### src/rtl/load_store_unit.sv
// Data-memory load/store stage: runs one req/ack bus access per instruction and returns extended load data.
// Latency: 2 + n cycles, n = REQ cycles (1..TIMEOUT); misaligned or illegal accesses take 2 cycles.
// Backpressure: Stall holds the core until the access commits; the bus throttles us by withholding mem_ack.
module load_store_unit #(
  parameter int TIMEOUT = 16
) (
  input  logic        clk,
  input  logic        rst_n,
  input  logic        MemRead,
  input  logic        MemWrite,
  input  logic [2:0]  funct3,
  input  logic [31:0] ALUResult,
  input  logic [31:0] WriteData,
  output logic [31:0] ReadData,
  output logic        Stall,
  output logic        Fault,
  output logic        mem_req,
  output logic        mem_we,
  output logic [31:0] mem_addr,
  output logic [3:0]  mem_be,
  output logic [31:0] mem_wdata,
  input  logic        mem_ack,
  input  logic [31:0] mem_rdata
);

  localparam int CW = $clog2(TIMEOUT);
  localparam logic [CW-1:0] CNT_LAST = CW'(TIMEOUT - 1);

  typedef enum logic [1:0] {IDLE, REQ, DONE} state_t;

  state_t        state;
  state_t        state_nxt;
  logic [CW-1:0] cnt;
  logic [1:0]    lat_off;
  logic [2:0]    lat_f3;

  logic          access;
  logic          misaligned;
  logic          f3_ok;
  logic          bad;
  logic          expired;
  logic [1:0]    off;
  logic [3:0]    be_nxt;
  logic [31:0]   wdata_nxt;
  logic [31:0]   shifted;
  logic [31:0]   load_ext;

  // Decode the incoming instruction: legality, byte enables and lane-replicated store data.
  always_comb begin
    access     = MemRead | MemWrite;
    off        = ALUResult[1:0];
    misaligned = 1'b0;
    case (funct3[1:0])
      2'b01:   misaligned = off[0];
      2'b10:   misaligned = (off != 2'b00);
      default: misaligned = 1'b0;
    endcase
    // A store with both strobes set is still a store, so MemWrite picks the legal funct3 set.
    if (MemWrite) begin
      f3_ok = (funct3 == 3'b000) || (funct3 == 3'b001) || (funct3 == 3'b010);
    end else begin
      f3_ok = (funct3 != 3'b011) && (funct3 != 3'b110) && (funct3 != 3'b111);
    end
    bad       = misaligned | ~f3_ok;
    be_nxt    = 4'b1111;
    wdata_nxt = WriteData;
    if (MemWrite) begin
      case (funct3[1:0])
        2'b00: begin
          be_nxt    = 4'b0001 << off;
          wdata_nxt = {4{WriteData[7:0]}};
        end
        2'b01: begin
          be_nxt    = 4'b0011 << off;
          wdata_nxt = {2{WriteData[15:0]}};
        end
        default: begin
          be_nxt    = 4'b1111;
          wdata_nxt = WriteData;
        end
      endcase
    end
    expired = (cnt == CNT_LAST);
  end

  // Align the returned word to the latched byte offset and extend it per the latched funct3.
  always_comb begin
    shifted = mem_rdata >> {lat_off, 3'b000};
    case (lat_f3)
      3'b000:  load_ext = {{24{shifted[7]}}, shifted[7:0]};
      3'b001:  load_ext = {{16{shifted[15]}}, shifted[15:0]};
      3'b100:  load_ext = {24'b0, shifted[7:0]};
      3'b101:  load_ext = {16'b0, shifted[15:0]};
      default: load_ext = shifted;
    endcase
  end

  // State register.
  always_ff @(posedge clk) begin
    if (!rst_n) state <= IDLE;
    else        state <= state_nxt;
  end

  // Next state and Stall; DONE drops Stall so the core commits while the same instruction is still present.
  always_comb begin
    state_nxt = state;
    Stall     = 1'b0;
    case (state)
      IDLE: begin
        Stall = access;
        if (access) state_nxt = bad ? DONE : REQ;
      end
      REQ: begin
        Stall = 1'b1;
        // An ack on the expiry cycle wins over the timeout.
        if (mem_ack || expired) state_nxt = DONE;
      end
      DONE:    state_nxt = IDLE;
      default: state_nxt = IDLE;
    endcase
    if (!rst_n) Stall = 1'b0;
  end

  // Bus outputs, latched access attributes, wait counter, load result and the one-cycle fault pulse.
  always_ff @(posedge clk) begin
    if (!rst_n) begin
      mem_req   <= 1'b0;
      mem_we    <= 1'b0;
      mem_be    <= 4'b0000;
      mem_addr  <= 32'h0;
      mem_wdata <= 32'h0;
      ReadData  <= 32'h0;
      Fault     <= 1'b0;
      cnt       <= '0;
      lat_off   <= 2'b00;
      lat_f3    <= 3'b000;
    end else begin
      Fault <= 1'b0;
      case (state)
        IDLE: begin
          cnt <= '0;
          if (access) begin
            lat_off <= off;
            lat_f3  <= funct3;
            if (bad) begin
              Fault    <= 1'b1;
              ReadData <= 32'h0;
            end else begin
              mem_req   <= 1'b1;
              mem_we    <= MemWrite;
              mem_addr  <= {ALUResult[31:2], 2'b00};
              mem_be    <= be_nxt;
              mem_wdata <= wdata_nxt;
            end
          end
        end
        REQ: begin
          if (mem_ack) begin
            mem_req <= 1'b0;
            mem_be  <= 4'b0000;
            if (!mem_we) ReadData <= load_ext;
          end else if (expired) begin
            mem_req  <= 1'b0;
            mem_be   <= 4'b0000;
            Fault    <= 1'b1;
            ReadData <= 32'h0;
          end else begin
            cnt <= cnt + CW'(1);
          end
        end
        default: begin
        end
      endcase
    end
  end

endmodule

### config.mk
export PLATFORM = sky130hd
export DESIGN_NAME = load_store_unit
export DESIGN_NICKNAME = d
export VERILOG_FILES = /design/src/rtl/load_store_unit.sv
export SDC_FILE = /design/constraint.sdc
export NUM_CORES = 1
export LEC_CHECK = 0
export BUFFER_PORTS_ARGS = -buffer_cell sky130_fd_sc_hd__buf_2
export CAP_MARGIN = 5
export CORE_UTILIZATION = 49
export DETAILED_ROUTE_END_ITERATION = 6
export PLACE_DENSITY = 0.81
export SYNTH_ARGS = -nofsm -noshare
export SYNTH_HDL_FRONTEND = slang
export SYNTH_SLANG_ARGS = --single-unit
### constraint.sdc
create_clock -name clk -period 2.77 [get_ports clk]
set_clock_uncertainty 0.1 [all_clocks]
set_input_delay 0.554 -clock clk [delete_from_list [all_inputs] [get_ports clk]]
set_output_delay 0.554 -clock clk [all_outputs]
set_load 0.005 [all_outputs]
# Word level (Yosys, flattened, before mapping)
# Cells that the tools add are included.
# totals
input_bits	104
latch_bits	0
out_inout_bits	104
romBits	0
mem_count	0
ram_bits	0
elab_cells	93
ff_bits	112
# op_classes
magnitude_cmp	0
multipliers	0
muxes	37
add_sub_neg	1
bitwise_logic	4
n_reduce_logical	17
eq_ne	20
shift	3
n_div	0
# op_table
op	count
2-to-1 mux 32 bit	6
case mux 32 bit (2 select lines)	2
case mux 32 bit (4 select lines)	1
>> shifter 32 x 5 -> 32 bit	1
2-to-1 mux 4 bit	7
case mux 4 bit (2 select lines)	3
inequality test 2 bit, second input constant	6
inequality test 3 bit, second input constant	4
2-to-1 mux 1 bit	10
case mux 1 bit (2 select lines)	4
== test 3 x 1 -> 1 bit, second input constant	2
== test 3 bit, second input constant	2
logical NOT 3 bit	2
2-to-1 mux 2 bit	3
AND reduction 3 bit	2
AND reduction 5 bit	1
adder 4 x 1 -> 4 bit, second input constant	1
== test 2 x 1 -> 1 bit, second input constant	2
== test 4 bit, second input constant	1
logical NOT 2 bit	2
case mux 2 bit (2 select lines)	1
AND reduction 2 bit	2
AND reduction 4 bit	1
nonzero test 2 bit	2
9 further kinds	14

# Longest topological paths before layout
# Gate-level depths: netlist of the first run.
# logic_depth
ltp_word	9
ltp_mapped	10
mapped_depth_nobuf	7

# Least setup slack after synthesis of the first run
# Ideal clock, no wire load.
# synth_timing
path_kind	input -> register
from	input port funct3[0]
to	register ReadData[21]
arrival_time_ns	2.044
setup_time_ns	0.116
n_path_buf	2
slack_ns	0.509
cell_stages	9
required_ns	2.554
path_cell_list	inv_1 > ha_1 > buf_2 > nor3_1 > o21bai_1 > a32oi_4 > buf_4 > o311ai_0 > o211a_1
# synth_via
elab_chain_len	8
elab_cells_between_ends	18
cone_classes	eq/ne (8); mux (2); bitwise (2); reduce/logical (6)
# synth_rtl
item	line_no	text
start, declared	11	input logic [2:0] funct3,
inequality test 3 x 2 -> 1 bit, or another cell as far along	62	f3_ok = (funct3 != 3'b011) && (funct3 != 3'b110) && (funct3 != 3'b111);
logical AND 1 bit / logical OR 1 bit (equally long branches) (2 in series)	62, 60	
2-to-1 mux 1 bit	59	if (MemWrite) begin
NOT 1 bit	64	bad = misaligned | ~f3_ok;
bitwise OR 1 bit (*)	64	
inequality test 2 bit (no line) (*)	-	
AND reduction 5 bit (no line) (*)	-	
end signal, assigned	161	if (!mem_we) ReadData <= load_ext;
end, declared	14	output logic [31:0] ReadData,
# Mark *: on every way between the ends. The rest lies on a longest branch, timed or not.
# A chain may end at the register's enable or synchronous reset.

# Worst setup path after layout of the first run
# layout_timing
from	register state[0]
to	register ReadData[21]
# layout_via
elab_chain_len	3
elab_cells_between_ends	9
cone_classes	eq/ne (5); mux (1); reduce/logical (3)
# layout_rtl
item	line_no	text
start, declared	31	state_t state;
start signal, assigned	101	else state <= state_nxt;
== test 2 x 1 -> 1 bit / logical NOT 2 bit (equally long branches)	139	case (state)
inequality test 3 bit (no line), or another cell as far along	-	
AND reduction 5 bit (no line)	-	
# Several ways; a longest one is shown, not always the timed one.

==> results of run 1 <==
## logic make-up after synthesis
kind of cell    count (synthesis)  share of synthesized area (%)
other cells                     1                         0.0714
buf+inv                        60                           5.29
simple gates                  252                           20.3
mux                            40                           7.69
xor+xnor                        2                          0.333
flops                         112                           42.7
compound gates                153                           22.2
fa+ha+maj                       6                           1.43
## placed cells by master (no fill, tap or decap), types with 2 or more instances in the layout
master,instances
inv_1,4
o21ai_2,2
o311ai_0,8
o211ai_1,4
o21ai_0,44
a31oi_1,2
xor2_1,2
nor2_1,64
ha_1,6
mux2i_1,37
mux2_2,3
a311oi_1,16
a21oi_1,15
o21ai_1,4
a31o_2,9
inv_8,2
nor2b_1,2
a211oi_1,10
and3_1,2
buf_12,3
nand3_1,43
nor3_1,6
buf_4,10
nand2b_1,2
o211a_1,8
dfxtp_1,112
or3_1,3
nand2_1,122
conb_1,2
clkbuf_8,9
a311oi_2,7
a41o_1,9
buf_2,204
inv_6,2
a22o_1,8
## power breakdown
| part | leakage (nW) | switching [mW] | total, mW | internal, mW |
|---|---|---|---|---|
| clock | 0.111 | 0.613 | 1.06 | 0.447 |
| sequential | 0.916 | 0.0958 | 1.86 | 1.77 |
| combinational | 2.06 | 0.542 | 0.949 | 0.407 |
## per-stage QoR
stage | instances | instance area, µm² | hold WS, ps | worst slack, ps
finish | 941 | 6550 | 280 | 415
CTS | 941 | 6550 | 262 | 455
detailed placement | 925 | 6330 | 344 | 174
global placement | 925 | 6330 | 336 | 343
floorplan | 627 | 5260 | 345 | 509
global route | 941 | 6550 | 275 | 270
## metal layers
metal,up-vias,routed length [µm]
met1,2410,6090
met2,247,6960
li1,2574,-
met3,48,913
met5,-,0
met4,0,458
## path summary, 6_finish.rpt
check / startpoint / cells past startpoint / slack [ps] / endpoint
worst min-delay path: ALUResult[14] / 3 / 280 / mem_addr[14]
worst max register to register: state[0] / 6 / 420 / ReadData[21]
worst min register to register: mem_wdata[1] / 2 / 360 / mem_wdata[1]
worst max-delay path: state[0] / 6 / 420 / ReadData[21]
## cell type report
class | instances | area [µm²] | area share (%)
Multi-Input combinational cell | 455 | 2750 | 41.9
Sequential cell | 112 | 2240 | 34.2
Tap cell | 136 | 170 | 2.60
Clock buffer | 9 | 124 | 1.89
Clock inverter | 7 | 95.1 | 1.45
Timing Repair Buffer | 217 | 1160 | 17.6
Inverter | 5 | 18.8 | 0.286
## registers in the layout, summed over array words and instances (netlist names)
signal	count
lat_f3	3
cnt	4
mem_wdata	32
mem_be	4
lat_off	2
mem_req	1
state	2
mem_addr	30
ReadData	32
Fault	1
mem_we	1
## critical path, cell delays in order (launching register included)
cell and delay, ps:
dfxtp_1 570, nand2b_4 200, or3_4 420, a32oi_4 250, buf_12 290, o311ai_0 210, o211a_1 190
==> run metrics, run 1 <==
DPL Wire Length=10700 µm; Worst Tran Pin Value=786 ps; CP endpoint kind=flip-flop; EDFF count, synth=0; core area=10400 µm²; Via density=between 5 and 6; Slew Limit Fails=0; ANT cells=0; RSZ-0062 raised after global routing=false; grt ovf=0; CTS Root Cell=clkbuf_8; Max IR drop VDD=0.339 mV; Max Root-Sink Buffers=2; FF+latch count, synth=about 110; DIE HEIGHT=around 110 µm; prevailing post-synth register cell=dfxtp_1; post-synth top area share=between 40% and 50%; Global Route met3 Usage=4.45%; total number of yosys warnings=0; CP arrival=2530 ps; Synth area leaders=dfxtp_1 (43%), nand2_1 (8.7%), mux2i_1 (7.0%); Sink Count=112; Async SR Flop Fraction=0%; Total Power=3.87 mW; Final Hold Viols=0; # fillers=900; CTS tree=done; CTS buffer count=9; distinct cell type count after synthesis=50; Post-Route WL=14400 µm; initial drt markers=369; FMAX=425 MHz; Vias=5279; width of the die=106 µm; Initial Util=~51%; Post CTS Setup Buffer Count=0; # rows=37; met1 usage in global routing=between 30% and 40%; Most Crowded Layer GR=met2; CP Data Required Time=2940 ps; max cap viols=0; critical path class=reg2reg; status=finished clean; detailed-router iteration count before antenna repair=5; Clock transition at path regs=120 ps; post-cts gate resize count=0; Worst Setup Start Kind=flip-flop; Power per Cell Area=591 nW/µm²; share of layout cells above drive strength 1=32.4%; I/O pins=between 200 and 250; number of H-tree levels=3; Post-DRT Antenna Nets=0; die area=11100 µm²; largest net degree at the start of global routing=87; final period utilization=85.0%; mean area per synthesized cell=8.39 µm²; Area Growth Syn to Fin=24.7%; final layout net count=910; sequential share of the synthesized area=42.7%; routed len/inst=15.3 µm; IO buf count=between 200 and 250; relative slew slack=47.6%; vias in the first global route=4952; min Tclk post-route=2350 ps; mapped cell area=5250 µm²; initial antenna violation count=0; Clock Latency Late Sink=380 ps; Util after Layout=a little over three fifths; RePlAce Congestion=0.942; GR Util met2=42.9%; Max FO, Critical Path=63; Post-Syn Instances=626; endpoints failing setup=0; area leader, netlist=dfxtp_1; first-pass GRT wire length=between 20000 and 25000 µm; Leak=3.09 nW; DRC viols=0; Hold Path Class=in2reg; gr usage total=26.0%; most common library cells after synthesis=nand2_1 (122), dfxtp_1 (112), nor2_1 (64); CTS hold repair buffers=0; Setup TNS=0 ps; count leader, synth=nand2_1
Power figures use the tool's default switching activity.
==> run 2, diff against run 1 <==
--- a/config.mk
+++ b/config.mk
@@ -9,7 +9,7 @@
 export CAP_MARGIN = 5
 export CORE_UTILIZATION = 49
 export DETAILED_ROUTE_END_ITERATION = 6
-export PLACE_DENSITY = 0.81
+export PLACE_DENSITY_LB_ADDON = 0.15
 export SYNTH_ARGS = -nofsm -noshare
 export SYNTH_HDL_FRONTEND = slang
 export SYNTH_SLANG_ARGS = --single-unit
==> run 2 against run 1 <==
  * Utilization decreased by 0.084 points
  * First-iteration DRC count decreased by 26%
  * Design area decreased by 0.13%
  * Die area unchanged
  * Register-to-register slack got worse by 40 ps
  * Maximum frequency decreased by 1.6%
  * Sequential share of layout area about the same
  * Routed wire length decreased by 0.52%
  * Global-route usage decreased by 0.82 points
  * Critical path depth unchanged
  * Clock power decreased by 14%
  * Sequential power about the same
  * Critical path type unchanged
  * Critical endpoint is now ReadData[17]
  * Largest cell class unchanged
  * Largest power group unchanged
  * Highest routed layer unchanged
==> run metrics, run 2 (same netlist as run 1, synthesis figures left out) <==
status=finished clean; Max FO, Critical Path=63; max cap viols=0; CTS buffer count=9; I/O pins=208; CP arrival=between 2000 and 3000 ps; commonest non-fill, non-tap cell in the layout=buf_2; gr usage total=25.2%; vias in the first global route=4769; first-pass GRT wire length=22800 µm; die area=11100 µm²; hold slack=292 ps; RePlAce Congestion=just over 0.8; CP Data Required Time=2930 ps; final layout net count=913; FMAX=418 MHz; Setup TNS=0 ps; Slew Limit Fails=0; DPL Wire Length=between 10000 and 15000 µm; largest net degree at the start of global routing=slightly below 90; Sink Count=112; Worst Setup Start Kind=flip-flop; Clock transition at path regs=120 ps; most frequent cells in the layout=buf_2 (204), nand2_1 (122), dfxtp_1 (112), nor2_1 (64), o21ai_0 (44); Power per Cell Area=571 nW/µm²; storage element area=2240 µm²; # fillers=946; Final WS setup=377 ps; RSZ-0062 raised after global routing=false; Initial Util=~50%; largest registers=ReadData x32, mem_wdata x32, mem_addr x30; Leak=3.08 nW; area of the multi-input gates=2750 µm²; relative slew slack=46.5%; CTS Root Cell=clkbuf_8; Final Hold Viols=0; Worst Hold Launch=ALUResult[8]; Area Growth Syn to Fin=24.6%; Total Power=3.74 mW; number of H-tree levels=3; post-cts gate resize count=0; CP endpoint kind=flip-flop; pre-CTS setup slack=approximately 200 ps; routed len/inst=15.2 µm; ANT cells=0; DRC viols=0; initial antenna violation count=0; core area=approximately 10000 µm²; Post CTS Setup Buffer Count=0; critical path class=reg2reg; width of the die=around 110 µm; Hold Path Class=in2reg; CTS tree=done; final period utilization=between 80 and 90%; initial drt markers=272; Post-Route WL=14300 µm; Worst Tran Pin Value=roughly 800 ps; min Tclk post-route=2390 ps; DIE HEIGHT=between 100 and 150 µm; Via density=5.49; CTS hold repair buffers=0; detailed-router iteration count before antenna repair=6; # rows=37; share of layout cells above drive strength 1=~33%; Clock Latency Late Sink=360 ps; IO buf count=approximately 210; Critical Path Source=state[0]; Post-DRT Antenna Nets=0; reg-to-reg critical path startpoint=state[0]; Max Root-Sink Buffers=2; grt ovf=0; Vias=between 5000 and 6000; Max IR drop VDD=0.358 mV; endpoints failing setup=0
-- run 2: critical path, stage by stage, from the launching register on --
cell	delay (ps)
dfxtp_1	550
nand2b_4	200
or3_4	440
a32oi_4	270
buf_12	290
o311ai_0	220
o211a_1	200
-- run 2: final timing paths --
kind | endpoint | slack [ps] | depth (start not counted)
hold reg to reg | mem_wdata[7] | 360 | 2
setup / recovery | ReadData[17] | 380 | 6
setup reg to reg | ReadData[17] | 380 | 6
hold / removal | mem_addr[8] | 290 | 3
-- run 2: through the flow --
step	instance area, µm²	util [%]	instances
after detailed placement	6370	61.4	928
after global placement	6370	61.4	928
final	6550	63.1	943
after floorplan	5260	-	627
after global routing	6550	63.1	943
after CTS	6550	63.1	943
-- run 2: per-layer routing --
metal	part of all wire, %	track usage, %	vias up
met5	0	0	-
met4	1.5	7.64	0
met3	6.3	4.89	16
met2	48	41.4	205
met1	45	33.4	2383
li1	-	-	2570
-- run 2: power breakdown --
group | internal, mW | switching (mW) | total [mW]
Clock | 0.336 | 0.575 | 0.912
Combinational | 0.417 | 0.545 | 0.962
Sequential | 1.77 | 0.0944 | 1.86
-- run 2: layout make-up --
cell class,instances,area share [%]
flip-flops and latches,112,34.3
multi-input cells,455,42.0
clock inverters,6,0.784
inverters,5,0.287
well taps,136,2.60
repair buffers,220,18.2
clock buffers,9,1.89
==> run 3, diff against run 2 <==
--- a/config.mk
+++ b/config.mk
@@ -7,7 +7,8 @@
 export LEC_CHECK = 0
 export BUFFER_PORTS_ARGS = -buffer_cell sky130_fd_sc_hd__buf_2
 export CAP_MARGIN = 5
-export CORE_UTILIZATION = 49
+export CORE_UTILIZATION = 48
+export CTS_BUF_LIST = sky130_fd_sc_hd__clkbuf_8 sky130_fd_sc_hd__clkbuf_16
 export DETAILED_ROUTE_END_ITERATION = 6
 export PLACE_DENSITY_LB_ADDON = 0.15
 export SYNTH_ARGS = -nofsm -noshare
==> constraint.sdc (replaced) <==
create_clock -name clk -period 2.85 [get_ports clk]
set_clock_uncertainty 0.1 [all_clocks]
set_input_delay 0.57 -clock clk [delete_from_list [all_inputs] [get_ports clk]]
set_output_delay 0.57 -clock clk [all_outputs]
set_load 0.005 [all_outputs]
==> run 3 against run 2 <==
  * Routed wire length is 1.7% higher
  * Design area increased by 0.29%
  * Hold slack better by 14 ps
  * Utilization is 0.38 points lower
  * Via count grew 0.54%
  * Sequential cell count did not move
  * Register-to-register slack better by 130 ps
  * Critical endpoint is now ReadData[19]
==> run metrics, run 3 (same netlist as run 1, synthesis figures left out) <==
critical path class=reg2reg; relative slew slack=48.0%; Power per Cell Area=556 nW/µm²; Max Root-Sink Buffers=2; initial drt markers=about 340; IO buf count=205; I/O pins=208; Max IR drop VDD=just under 0.4 mV; endpoints failing setup=0; Post-Place Cells=between 900 and 1000; FMAX=426 MHz; Initial Util=50.2%; commonest non-fill, non-tap cell in the layout=buf_2; Clock Latency Late Sink=360 ps; CP endpoint kind=flip-flop; ANT cells=0; final period utilization=between 80% and 90%; largest net degree at the start of global routing=78; Worst Hold Launch=ALUResult[11]; Clock transition at path regs=between 100 and 150 ps; routed len/inst=~15 µm; status=finished clean; final layout net count=913; # fillers=969; Setup TNS=0 ps; die area=roughly 11000 µm²; Leak=3.09 nW; Post-DRT Antenna Nets=0; reg-to-reg critical path startpoint=state[0]; Total Power=3.65 mW; RSZ-0062 raised after global routing=false; detailed-router iteration count before antenna repair=6; CP arrival=2520 ps; # rows=37; vias in the first global route=4801; Via density=5.51; Worst Setup Start Kind=flip-flop; Final Instance Area=6560 µm²; max cap viols=0; initial antenna violation count=0; grt ovf=0; CTS Root Cell=clkbuf_8; CTS tree=done; CTS hold repair buffers=0; Finished Layout Cells=approximately 940; Post-Route WL=14600 µm; DIE HEIGHT=107 µm; Final Hold Viols=0; gr usage total=24.9%; Worst Tran Pin Value=780 ps; width of the die=107 µm; share of layout cells above drive strength 1=between 30% and 40%; area of the multi-input gates=roughly 2700 µm²; RePlAce Congestion=0.880; Slew Limit Fails=0; Vias=approximately 5200; Post CTS Setup Buffer Count=0; CP Data Required Time=3020 ps; core area=10500 µm²; first-pass GRT wire length=22800 µm; number of H-tree levels=3; post-cts gate resize count=0; DRC viols=0; most frequent cells in the layout=buf_2 (204), nand2_1 (122), dfxtp_1 (112), nor2_1 (64), o21ai_0 (44); CTS buffer count=9; storage element area=2240 µm²; min Tclk post-route=roughly 2300 ps; DPL Wire Length=10800 µm; placed inst area=6380 µm²; Critical Path Source=state[0]; Sink Count=112; Hold Path Class=in2reg; Area Growth Syn to Fin=24.9%; Max FO, Critical Path=63; largest registers=ReadData x32, mem_wdata x32, mem_addr x30
[run 3: cell count changes in the layout (fill, tap and decap cells not counted)]
cell | before | now
inv_1 | 4 | 5
clkinvlp_4 | 1 | 3
buf_12 | 4 | 5
inv_6 | 3 | 0
inv_8 | 0 | 2
buf_4 | 12 | 11
clkinv_4 | 2 | 1
[run 3: worst paths after layout]
kind | cells past startpoint | to | slack, ps
worst max-delay path | 6 | ReadData[19] | 500
worst min-delay path | 3 | mem_addr[11] | 310
worst max register to register | 6 | ReadData[19] | 500
worst min register to register | 2 | mem_addr[22] | 360
[run 3: layer usage]
layer / GRT usage (%) / routed length, µm
met2: 42.2 / 7310
met1: 32.5 / 6200
met3: 4.32 / 959
met4: 6.85 / 131
met5: 0 / 0
[run 3: through the flow]
stage | hold slack, ps | worst slack (ps) | util [%]
detailed placement | 338 | 187 | 61.0
CTS | 298 | 521 | 62.7
global placement | 336 | 312 | 61.0
finish | 306 | 503 | 62.7
floorplan | 345 | 573 | -
global route | 302 | 340 | 62.7
[run 3: where the power goes]
part | internal, mW | switching [mW] | leakage [nW]
clock network | 0.329 | 0.563 | 0.0867
logic | 0.409 | 0.535 | 2.08
registers | 1.72 | 0.0925 | 0.916
total | 2.46 | 1.19 | 3.09
[run 3: final cells by class]
type / count / share of cell area [%]
Clock buffer: 9 / 1.89
Clock inverter: 7 / 0.877
Inverter: 5 / 0.286
Multi-Input combinational cell: 455 / 41.9
Sequential cell: 112 / 34.2
Tap cell: 136 / 2.59
Timing Repair Buffer: 220 / 18.3
[run 3: worst max-delay path, stage by stage (launching register included)]
cell      delay (ps)
dfxtp_1          560
nand2b_4         200
or3_4            430
a32oi_4          260
buf_12           290
o311ai_0         210
o211a_1          190
